--- src/rtl/cs_sequencer.sv ---
// cs_sequencer: boots the control store from ROM, then sequences the micro-PC with a return stack
module cs_sequencer #(
    parameter int                    ADDR_WIDTH  = 8,
    parameter int                    DATA_WIDTH  = 64,
    parameter int                    STACK_DEPTH = 4,
    parameter logic [ADDR_WIDTH-1:0] HALT_ADDR   = 8'hFE
) (
    input  logic                  clk,
    input  logic                  _reset,
    output logic [ADDR_WIDTH-1:0] rom_addr,
    input  logic [DATA_WIDTH-1:0] rom_data,
    output logic [ADDR_WIDTH-1:0] ram_addr,
    output logic                  ram_we,
    output logic [DATA_WIDTH-1:0] ram_wdata,
    input  logic [DATA_WIDTH-1:0] ram_rdata,
    input  logic [2:0]            seq_op,
    input  logic [ADDR_WIDTH-1:0] jump_addr,
    input  logic [ADDR_WIDTH-1:0] dispatch_addr,
    input  logic                  cond,
    input  logic                  stall,
    output logic [ADDR_WIDTH-1:0] upc,
    output logic [DATA_WIDTH-1:0] uop,
    output logic                  cs_ready,
    output logic                  halted,
    output logic                  stack_err
);
    localparam int SPW = $clog2(STACK_DEPTH + 1);
    localparam int SIW = (STACK_DEPTH > 1) ? $clog2(STACK_DEPTH) : 1;

    typedef enum logic [1:0] {S_COPY, S_RUN, S_HALT} state_t;

    state_t                state_q, state_d;
    logic [ADDR_WIDTH-1:0] copy_cnt_q, copy_cnt_d;
    logic [ADDR_WIDTH-1:0] upc_q, upc_d;
    logic [SPW-1:0]        sp_q, sp_d;
    logic                  cs_ready_q, cs_ready_d;
    logic                  stack_err_q, stack_err_d;
    logic [ADDR_WIDTH-1:0] stack_q [STACK_DEPTH];
    logic [ADDR_WIDTH-1:0] stack_d [STACK_DEPTH];
    logic [ADDR_WIDTH-1:0] upc_inc;
    logic [SPW-1:0]        sp_dec;

    assign upc_inc   = upc_q + ADDR_WIDTH'(1);
    assign sp_dec    = sp_q - SPW'(1);
    assign rom_addr  = (state_q == S_COPY) ? copy_cnt_q : '0;
    assign ram_addr  = (state_q == S_COPY) ? copy_cnt_q : upc_q;
    assign ram_we    = (state_q == S_COPY);
    assign ram_wdata = rom_data;
    assign uop       = (state_q == S_COPY) ? '0 : ram_rdata;
    assign upc       = upc_q;
    assign cs_ready  = cs_ready_q;
    assign stack_err = stack_err_q;
    assign halted    = (state_q == S_HALT) | ((state_q == S_RUN) & (upc_q == HALT_ADDR));

    // Next-state: boot copy, micro-PC selection and stack push/pop; stack faults freeze the machine
    always_comb begin
        state_d     = state_q;
        copy_cnt_d  = copy_cnt_q;
        upc_d       = upc_q;
        sp_d        = sp_q;
        stack_err_d = stack_err_q;
        stack_d     = stack_q;
        case (state_q)
            S_COPY: begin
                copy_cnt_d = copy_cnt_q + ADDR_WIDTH'(1);
                if (&copy_cnt_q) begin
                    state_d = S_RUN;
                    upc_d   = '0;
                end
            end
            S_RUN: begin
                if (upc_q == HALT_ADDR) begin
                    state_d = S_HALT;
                end else if (!stall) begin
                    case (seq_op)
                        3'b001: upc_d = jump_addr;
                        3'b010: upc_d = cond ? jump_addr : upc_inc;
                        3'b011: begin
                            if (sp_q == SPW'(STACK_DEPTH)) begin
                                stack_err_d = 1'b1;
                                state_d     = S_HALT;
                            end else begin
                                stack_d[sp_q[SIW-1:0]] = upc_inc;
                                sp_d  = sp_q + SPW'(1);
                                upc_d = jump_addr;
                            end
                        end
                        3'b100: begin
                            if (sp_q == '0) begin
                                stack_err_d = 1'b1;
                                state_d     = S_HALT;
                            end else begin
                                upc_d = stack_q[sp_dec[SIW-1:0]];
                                sp_d  = sp_dec;
                            end
                        end
                        3'b101: upc_d = dispatch_addr;
                        default: upc_d = upc_inc;
                    endcase
                end
            end
            default: ;
        endcase
        cs_ready_d = (state_d != S_COPY);
    end

    // State registers; stack contents survive reset, only the pointer clears
    always_ff @(posedge clk) begin
        if (!_reset) begin
            state_q     <= S_COPY;
            copy_cnt_q  <= '0;
            upc_q       <= '0;
            sp_q        <= '0;
            cs_ready_q  <= 1'b0;
            stack_err_q <= 1'b0;
        end else begin
            state_q     <= state_d;
            copy_cnt_q  <= copy_cnt_d;
            upc_q       <= upc_d;
            sp_q        <= sp_d;
            cs_ready_q  <= cs_ready_d;
            stack_err_q <= stack_err_d;
        end
        stack_q <= stack_d;
    end
endmodule

--- config.mk ---
export PLATFORM = sky130hd
export DESIGN_NAME = cs_sequencer
export DESIGN_NICKNAME = d
export VERILOG_FILES = /design/src/rtl/cs_sequencer.sv
export SDC_FILE = /design/constraint.sdc
export NUM_CORES = 1
export LEC_CHECK = 0
export ABC_AREA = 1
export BUFFER_PORTS_ARGS = -buffer_cell sky130_fd_sc_hd__buf_4
export CORE_AREA = 5 5 117 119
export CTS_CLUSTER_DIAMETER = 100
export CTS_CLUSTER_SIZE = 10
export DETAILED_ROUTE_END_ITERATION = 10
export DIE_AREA = 0 0 122 124
export GPL_ROUTABILITY_DRIVEN = 0
export PLACE_DENSITY_LB_ADDON = 0.1
export REMOVE_ABC_BUFFERS = 1
export SETUP_SLACK_MARGIN = 0.5
export SLEW_MARGIN = 10
export SYNTH_ARGS = -nofsm -noshare
export SYNTH_HDL_FRONTEND = slang
export SYNTH_SLANG_ARGS = --single-unit
--- constraint.sdc ---
create_clock -name clk -period 2.35 [get_ports clk]
set_input_delay 0.1175 -clock clk [delete_from_list [all_inputs] [get_ports clk]]
set_output_delay 0.1175 -clock clk [all_outputs]
set_load 0.005 [all_outputs]
Yosys cells after proc, flatten, opt, wreduce, memory -nomap -nowiden
Index checks and enable logic that the tools add are counted.
{"block": "op_classes", "reduce_logical": 11, "bitwise_logic": 7, "magnitude_cmp": 3, "mux": 30, "n_eq_ne": 18, "n_addsub": 4}
{"operator": "2-to-1 mux 8 bit", "n": 11}
{"operator": "2-to-1 mux 64 bit", "n": 1}
{"operator": "case mux 8 bit (5 select lines)", "n": 1}
{"operator": "bitwise mux 32 bit", "n": 1}
{"operator": "AND reduction 6 bit", "n": 3}
{"operator": "adder 8 x 1 -> 8 bit (second input constant)", "n": 2}
{"operator": "binary-select mux 8 bit (select 2 bit)", "n": 1}
{"operator": "demux 8 bit (select 2 bit)", "n": 1}
{"operator": "case mux 8 bit (2 select lines)", "n": 1}
{"operator": "!= test 2 bit (second input constant)", "n": 6}
{"operator": "2-to-1 mux 2 bit", "n": 5}
{"operator": "equality test 3 bit (second input constant)", "n": 3}
{"operator": "equality test 8 bit (second input constant)", "n": 1}
{"operator": "case mux 2 bit (2 select lines)", "n": 2}
{"operator": "AND reduction 8 bit", "n": 1}
{"operator": "equality test 3 x 2 -> 1 bit (second input constant)", "n": 2}
{"operator": "greater-or-equal comparator 3 bit (second input constant)", "n": 2}
{"operator": "2-to-1 mux 3 bit", "n": 2}
{"operator": "!= test 3 bit (second input constant)", "n": 2}
{"operator": "NOT 2 -> 3 bit", "n": 2}
{"operator": "case mux 3 bit (2 select lines)", "n": 1}
{"operator": "nonzero test 2 bit", "n": 3}
{"operator": "AND reduction 5 bit", "n": 1}
{"operator": "adder 3 x 1 -> 3 bit (second input constant)", "n": 1}
{"operator": "14 further kinds", "n": 17}
{"block": "totals", "out_inout_bits": 156, "wordCells": 83, "input_bits": 151, "reg_bits": 55}

Longest topological paths before layout
Gate-level depths: netlist (run 1).
{"block": "depth", "depth_word": 10, "depth_mapped": 12}

Worst setup path before layout (run 1)
OpenSTA, ideal clock, no wires.
{"block": "synth_path", "path_type": "flip-flop to flip-flop", "startpoint": "register upc_q[0], in the netlist upc[0]", "endpoint": "register stack_q[10] (netlist name) (enable)", "period_less_slack_ps": 1900, "stages_incl_launch_ff": 10, "path_buffers": 0, "t_required_ps": 1979, "setup_slack_ps": 450, "arrival_ps": 1529, "cell_sequence": "dfxtp_1 -> inv_1 -> ha_1 -> nand2_1 -> nor2_1 -> nand2_2 -> nand2_4 -> inv_1 -> nand3_1 -> nor2_1"}
{"block": "synth_between", "elab_chain_cells": 3}
{"element": "start, declared", "line_no": "34", "text": "logic [ADDR_WIDTH-1:0] upc_q, upc_d;"}
{"element": "start signal, assigned", "line_no": "119", "text": "upc_q <= upc_d;"}
{"element": "equality test 8 bit", "line_no": "72", "text": "if (upc_q == HALT_ADDR) begin"}
{"element": "NOT 1 bit (no line)"}
{"element": "AND reduction 5 bit (no line)"}
{"element": "end signal, assigned", "line_no": "124", "text": "stack_q <= stack_d;"}
{"element": "end, declared", "line_no": "38", "text": "logic [ADDR_WIDTH-1:0] stack_q [STACK_DEPTH];"}
Every way passes these cells.
A chain may end at the register's enable or synchronous reset.

Worst setup path after layout (run 1)
{"block": "layout_path", "startpoint": "register upc_q[0], in the netlist upc[0]", "endpoint": "output port halted"}
{"block": "layout_between", "elab_chain_cells": 3}
{"element": "equality test 8 bit", "line_no": "53", "text": "assign halted = (state_q == S_HALT) | ((state_q == S_RUN) & (upc_q == HALT_ADDR));"}
{"element": "AND 1 bit", "line_no": "53"}
{"element": "bitwise OR 1 bit", "line_no": "53"}
{"element": "end, declared", "line_no": "24", "text": "output logic halted,"}
Every way passes these cells.

==> flow_summary.toml, run 1 <==
[floorplanning]
fp.dieW_um = 122
die_area_mm2 = 0.0151
row_count = 41
start_util = 0.334
core-area_mm2 = 0.0125
die_y_um = 124
design.portCount = 307

[sta]
fin_ws_ns = 0.609
finalHoldViolations = 0
setup_viol = 0
fmax_ghz = 0.574
finalCritPeriodShare = 0.741
min_period_ns = 1.74
fin_skew_ns = 0.00632
tightest_slew_ns = 0.721
rsz0062_at_grt = "false"
slew_headroom = 0.518
drv_slew = 0

[logic_synthesis]
ys_top_cells_by_area = "edfxtp_1 23%, nor2_1 12%, buf_4 12%"
syn_area_mm2 = 0.00417
syn_inst = 635
ys_seq_area_frac = 0.341
yosys_warnings = 0
yosysUniqueCellTypes = 28
syn_avg_cell_area_um2 = 6.56
yosysTopAreaCell = "edfxtp_1"
synth_top_area_frac = 0.231
ys_ff_latch = 55

[global_route]
grt.overflow.total = 0
grt_pass1_vias = 4194
use_met3 = 0.241
grt_util_all_layers = 0.284
grt_max_degree = 37
antenna_found_initial = 0
grt_pass1_wl_um = 30200
use_met1 = 0.287
top_usage_layer = "met2"
use_met2 = 0.437

[worst_setup_path]
cp_top_family = "simple AND/OR/NAND/NOR gates"
path_depth = 9
required_ns = 2.23
arrival_ns = 1.62
critPathBufInv = 3
reg2regPathDepth = 10
critPathCaptureType = "primary output"
crit_path_cell_trace = "inv_6, ha_1, nand2_1, nor2_2, nand2_2, nor2_2, inv_1, o21ai_0, buf_4"
cp_slowest_cell = "dfxtp_4"
cp_slowest_stage_delay_ns = 0.38
cp_common_cell = "nor2_2"
cp_max_fo = 9
start_kind = "flop"
path_class = "reg2out"

[cts]
clockBufferDepth = 2
clock_latency_ns = 0.30
clkTransAtPathRegs_ns = 0.08
htreeDepth = 2
hold_buffers = 0
post_cts.repair.setup_buffers = 0
cts_sinks = 55
cts_tree = "built"
root_buffer = "clkbuf_16"
cts_buffers = 5

[route]
detail-route-antenna-nets = 0
drc = 0
dr_total_vias = 4348
wl_per_cell_um = 23.8
viasPerCell = 4.72
drtPass1Iterations = 7
drt_wl_total_um = 22000
drt_iter0_drc = 326

[final_layout]
area_growth_pct = 30.5
drive_above_1_share = 0.303
layout_common_cells = "187 x buf_4, 134 x nor2_1, 115 x inv_1"
antennaDiodeCount = 0
fin_util = 0.436
final_common_cell = "buf_4"
fillers = 1334
fin_nets = 907

[status]
status = "finished clean"

[placement]
io_buffers = 178
dp_hpwl_um = 19000
dpl_worst_slack_ns = 0.388

[power]
worst_ir_drop_vdd_mv = 0.274
power.leakage_uw = 0.00290
power_per_cell_area_mw_per_mm2 = 382

[min_path]
worstHoldPathType = "in2reg"
holdPathStages = 3

[job]
drv_cap = 0
## cell families (layout without fill, tap and decap cells)
family,Yosys count,count (layout),share of synthesized area
AND/OR/NAND/NOR,302,302,0.302
flip-flops,55,55,0.341
adder cells (fa/ha/maj),8,8,0.0240
XOR/XNOR,4,4,0.00841
buffers and inverters,206,320,0.246
AO/OA/AOI/OAI,60,60,0.0787
## state kept, by name, indices dropped and copies added (netlist names)
register    count
stack_q        32
sp_q            3
copy_cnt_q      8
cs_ready        1
state_q         2
stack_err       1
upc             8
## per-layer routing
metal  wire length, um  vias up  part of all wire
li1                  -     2080                 -
met1              7400     1869              0.34
met2              9250      371              0.42
met3              4570       24              0.21
met4               606        4             0.028
met5               131        -            0.0060
## worst paths after layout
check                               start     endpoint  slack [ns]
worst max-delay path               upc[0]       halted        0.61
worst min-delay path               _reset       upc[0]        0.12
worst max register to register     upc[0]  stack_q[31]        0.61
worst min register to register  stack_err    stack_err        0.49
## tightest hold or removal path, cell delays in order
cell,delay [ns]
buf_4,0.15
nand2_1,0.07
a21oi_1,0.04
## synthesized netlist by cell type, drive strengths merged
master	instances
o21a	1
nor2	146
clkbuf	11
dfxtp	23
clkinv	1
xnor2	1
nand2	119
buf	71
nor3	5
nand3	27
nor4	1
a21oi	21
inv	123
xor2	3
nand4	4
ha	8
o21ai	28
o211ai	3
edfxtp	32
o21bai	7
## metrics by stage
stage | hold slack, ns | area, um^2 | total power (uW) | setup TNS [ns] | instances
floorplan | 0.234 | 3610 | 1130 | -14.24 | 553
global placement | 0.235 | 5240 | 1310 | 0 | 913
detailed placement | 0.235 | 5240 | 1310 | 0 | 913
CTS | 0.118 | 5390 | 2080 | 0 | 921
global route | 0.119 | 5430 | 2150 | 0 | 921
finish | 0.118 | 5430 | 2070 | 0 | 921
## power by group
part / leakage (uW) / internal [uW] / total, uW / switching (uW)
sequential: 0.000525 / 1010 / 1010 / 4.07
clock: 0.0000759 / 408 / 784 / 377
combinational: 0.00230 / 140 / 276 / 136
total: 0.00290 / 1560 / 2070 / 517
## final cells by class
cell class	count	area, um^2	share of cell area
timing repair buffer	188	1420	0.260
multi-input combinational	374	1750	0.322
clock inverter	3	28.8	0.00530
inverter	124	470	0.0866
sequential	55	1430	0.263
tap	172	215	0.0396
clock buffer	5	125	0.0230
## what timing repair did
action,CTS,global route
pin swaps,0,1
gates resized for setup,3,15
setup endpoints to repair,33,39
(Power assumes the default switching activity.)
==> run 2, diff against run 1 <==
--- a/config.mk
+++ b/config.mk
@@ -7,11 +7,11 @@
 export LEC_CHECK = 0
 export ABC_AREA = 1
 export BUFFER_PORTS_ARGS = -buffer_cell sky130_fd_sc_hd__buf_4
-export CORE_AREA = 5 5 117 119
+export CORE_AREA = 5 5 116 118
 export CTS_CLUSTER_DIAMETER = 100
 export CTS_CLUSTER_SIZE = 10
 export DETAILED_ROUTE_END_ITERATION = 10
-export DIE_AREA = 0 0 122 124
+export DIE_AREA = 0 0 121 123
 export GPL_ROUTABILITY_DRIVEN = 0
 export PLACE_DENSITY_LB_ADDON = 0.1
 export REMOVE_ABC_BUFFERS = 1
==> constraint.sdc (replaced) <==
create_clock -name clk -period 1.6 [get_ports clk]
set_input_delay 0.08 -clock clk [delete_from_list [all_inputs] [get_ports clk]]
set_output_delay 0.08 -clock clk [all_outputs]
set_load 0.005 [all_outputs]
==> run 2 against run 1 <==
Net effect: the run now ends with setup timing left; design area rose by 43%; first-iteration DRC count fell by 5.2%; sequential share of layout area fell by 7.8 points; largest power group unchanged.
==> flow_summary.toml, run 2 (synthesized netlist as in run 1, its figures left out) <==
[final_layout]
drive_above_1_share = 0.549
fin_nets = 989
area_growth_pct = 86.6
final_common_cell = "buf_4"
antennaDiodeCount = 0
top_register = "stack_q"
layout_common_cells = "129 x buf_4, 119 x buf_6, 108 x inv_1"
largest_reg_flops = 32
stdcell_area_mm2 = 0.00777

[placement]
io_buffers = 178
dpl_worst_slack_ns = -0.131
dp_hpwl_um = 19400
placed_area_mm2 = 0.00550

[worst_setup_path]
crit_path_cell_trace = "nor2_4, buf_12, buf_6, buf_6, buf_16, o21bai_4, buf_6"
cp_slowest_stage_delay_ns = 0.37
required_ns = 1.52
cp_slowest_cell = "dfxtp_4"
path_class = "reg2out"
cp_max_fo = 8
start_kind = "flop"
critPathCaptureType = "primary output"
cp_common_cell = "buf_6"
arrival_ns = 1.57

[power]
power_per_cell_area_mw_per_mm2 = 423
worst_ir_drop_vdd_mv = 0.464
power.leakage_uw = 0.00365
total_power_uw = 3280

[route]
drt_wl_total_um = 24800
dr_total_vias = 4899
wl_per_cell_um = 24.7
detail-route-antenna-nets = 0
viasPerCell = 4.88
drc = 0
drt_iter0_drc = 309
drtPass1Iterations = 5

[cts]
hold_buffers = 0
clockBufferDepth = 2
clkTransAtPathRegs_ns = 0.08
root_buffer = "clkbuf_16"
cts_buffers = 5
clock_latency_ns = 0.30
htreeDepth = 2
cts_tree = "built"
cts_sinks = 55

[floorplanning]
die_y_um = 123
core-area_mm2 = 0.0124
fp.dieW_um = 121
die_area_mm2 = 0.0149
row_count = 41
design.portCount = 307
start_util = 0.337

[sta]
fin_skew_ns = 0.00588
min_period_ns = 1.65
setup_viol = 33
drv_slew = 0
tightest_slew_ns = 0.663
finalHoldViolations = 0
finalCritPeriodShare = 1.03
fin_hold_ws_ns = 0.0828
slew_headroom = 0.557
setup_tns_ns = -0.678
fin_ws_ns = -0.0484
rsz0062_at_grt = "true"
fmax_ghz = 0.607

[global_route]
grt_max_degree = 24
grt.overflow.total = 0
grt_pass1_wl_um = 34100
antenna_found_initial = 0
grt_pass1_vias = 4927
grt_util_all_layers = 0.322

[status]
violations = "setup timing"
status = "finished, violations left"

[job]
drv_cap = 0

[min_path]
worstHoldPathType = "in2reg"
[run 2: repair_timing]
item,4_1_cts,5_1_grt
cloned,8,1
buffers inserted,27,14
setup endpoints to repair,160,163
pin swaps,42,37
hold endpoints to repair,0,0
gates resized for setup,290,129
[run 2: area by class of cell]
| type | instances | area, um^2 |
|---|---|---|
| multi-input combinational | 374 | 2680 |
| tap | 172 | 215 |
| sequential | 55 | 1440 |
| fill | 1053 | 4590 |
| inverter | 124 | 478 |
| clock buffer | 6 | 129 |
| timing repair buffer | 270 | 2800 |
| clock inverter | 2 | 38.8 |
[run 2: where the power goes]
group / leakage, uW / switching (uW) / internal (uW) / total, uW
Sequential: 0.000528 / 8.93 / 1480 / 1490
Combinational: 0.00304 / 262 / 242 / 503
Clock: 0.0000815 / 544 / 747 / 1290
[run 2: path summary, 6_finish.rpt]
path                       to  depth (start not counted)       start  slack, ns
setup / recovery  ram_addr[5]                          7  state_q[0]      -0.05
hold / removal        sp_q[0]                          3      _reset       0.08
setup reg to reg       upc[3]                         10  state_q[0]      -0.05
hold reg to reg     stack_err                          2   stack_err       0.51
[run 2: worst max-delay path: cells and delay by family, from the launching register on]
family | cells | cell delay, ns
buffers and inverters | 5 | 0.66
flip-flops | 1 | 0.37
AND/OR/NAND/NOR | 1 | 0.17
AO/OA/AOI/OAI | 1 | 0.07
[run 2: per-layer routing]
layer	up-vias	routed length [um]	track usage
met4	4	668	0.0765
met5	-	181	0.0938
met1	2283	7790	0.305
met3	35	4310	0.248
li1	2242	-	-
met2	335	11900	0.542
[run 2: through the flow]
stage          instances   util
6_report            1003  0.629
5_1_grt             1003  0.629
4_1_cts              988  0.579
3_5_place_dp         945  0.445
3_3_place_gp         945  0.445
2_1_floorplan        553      -
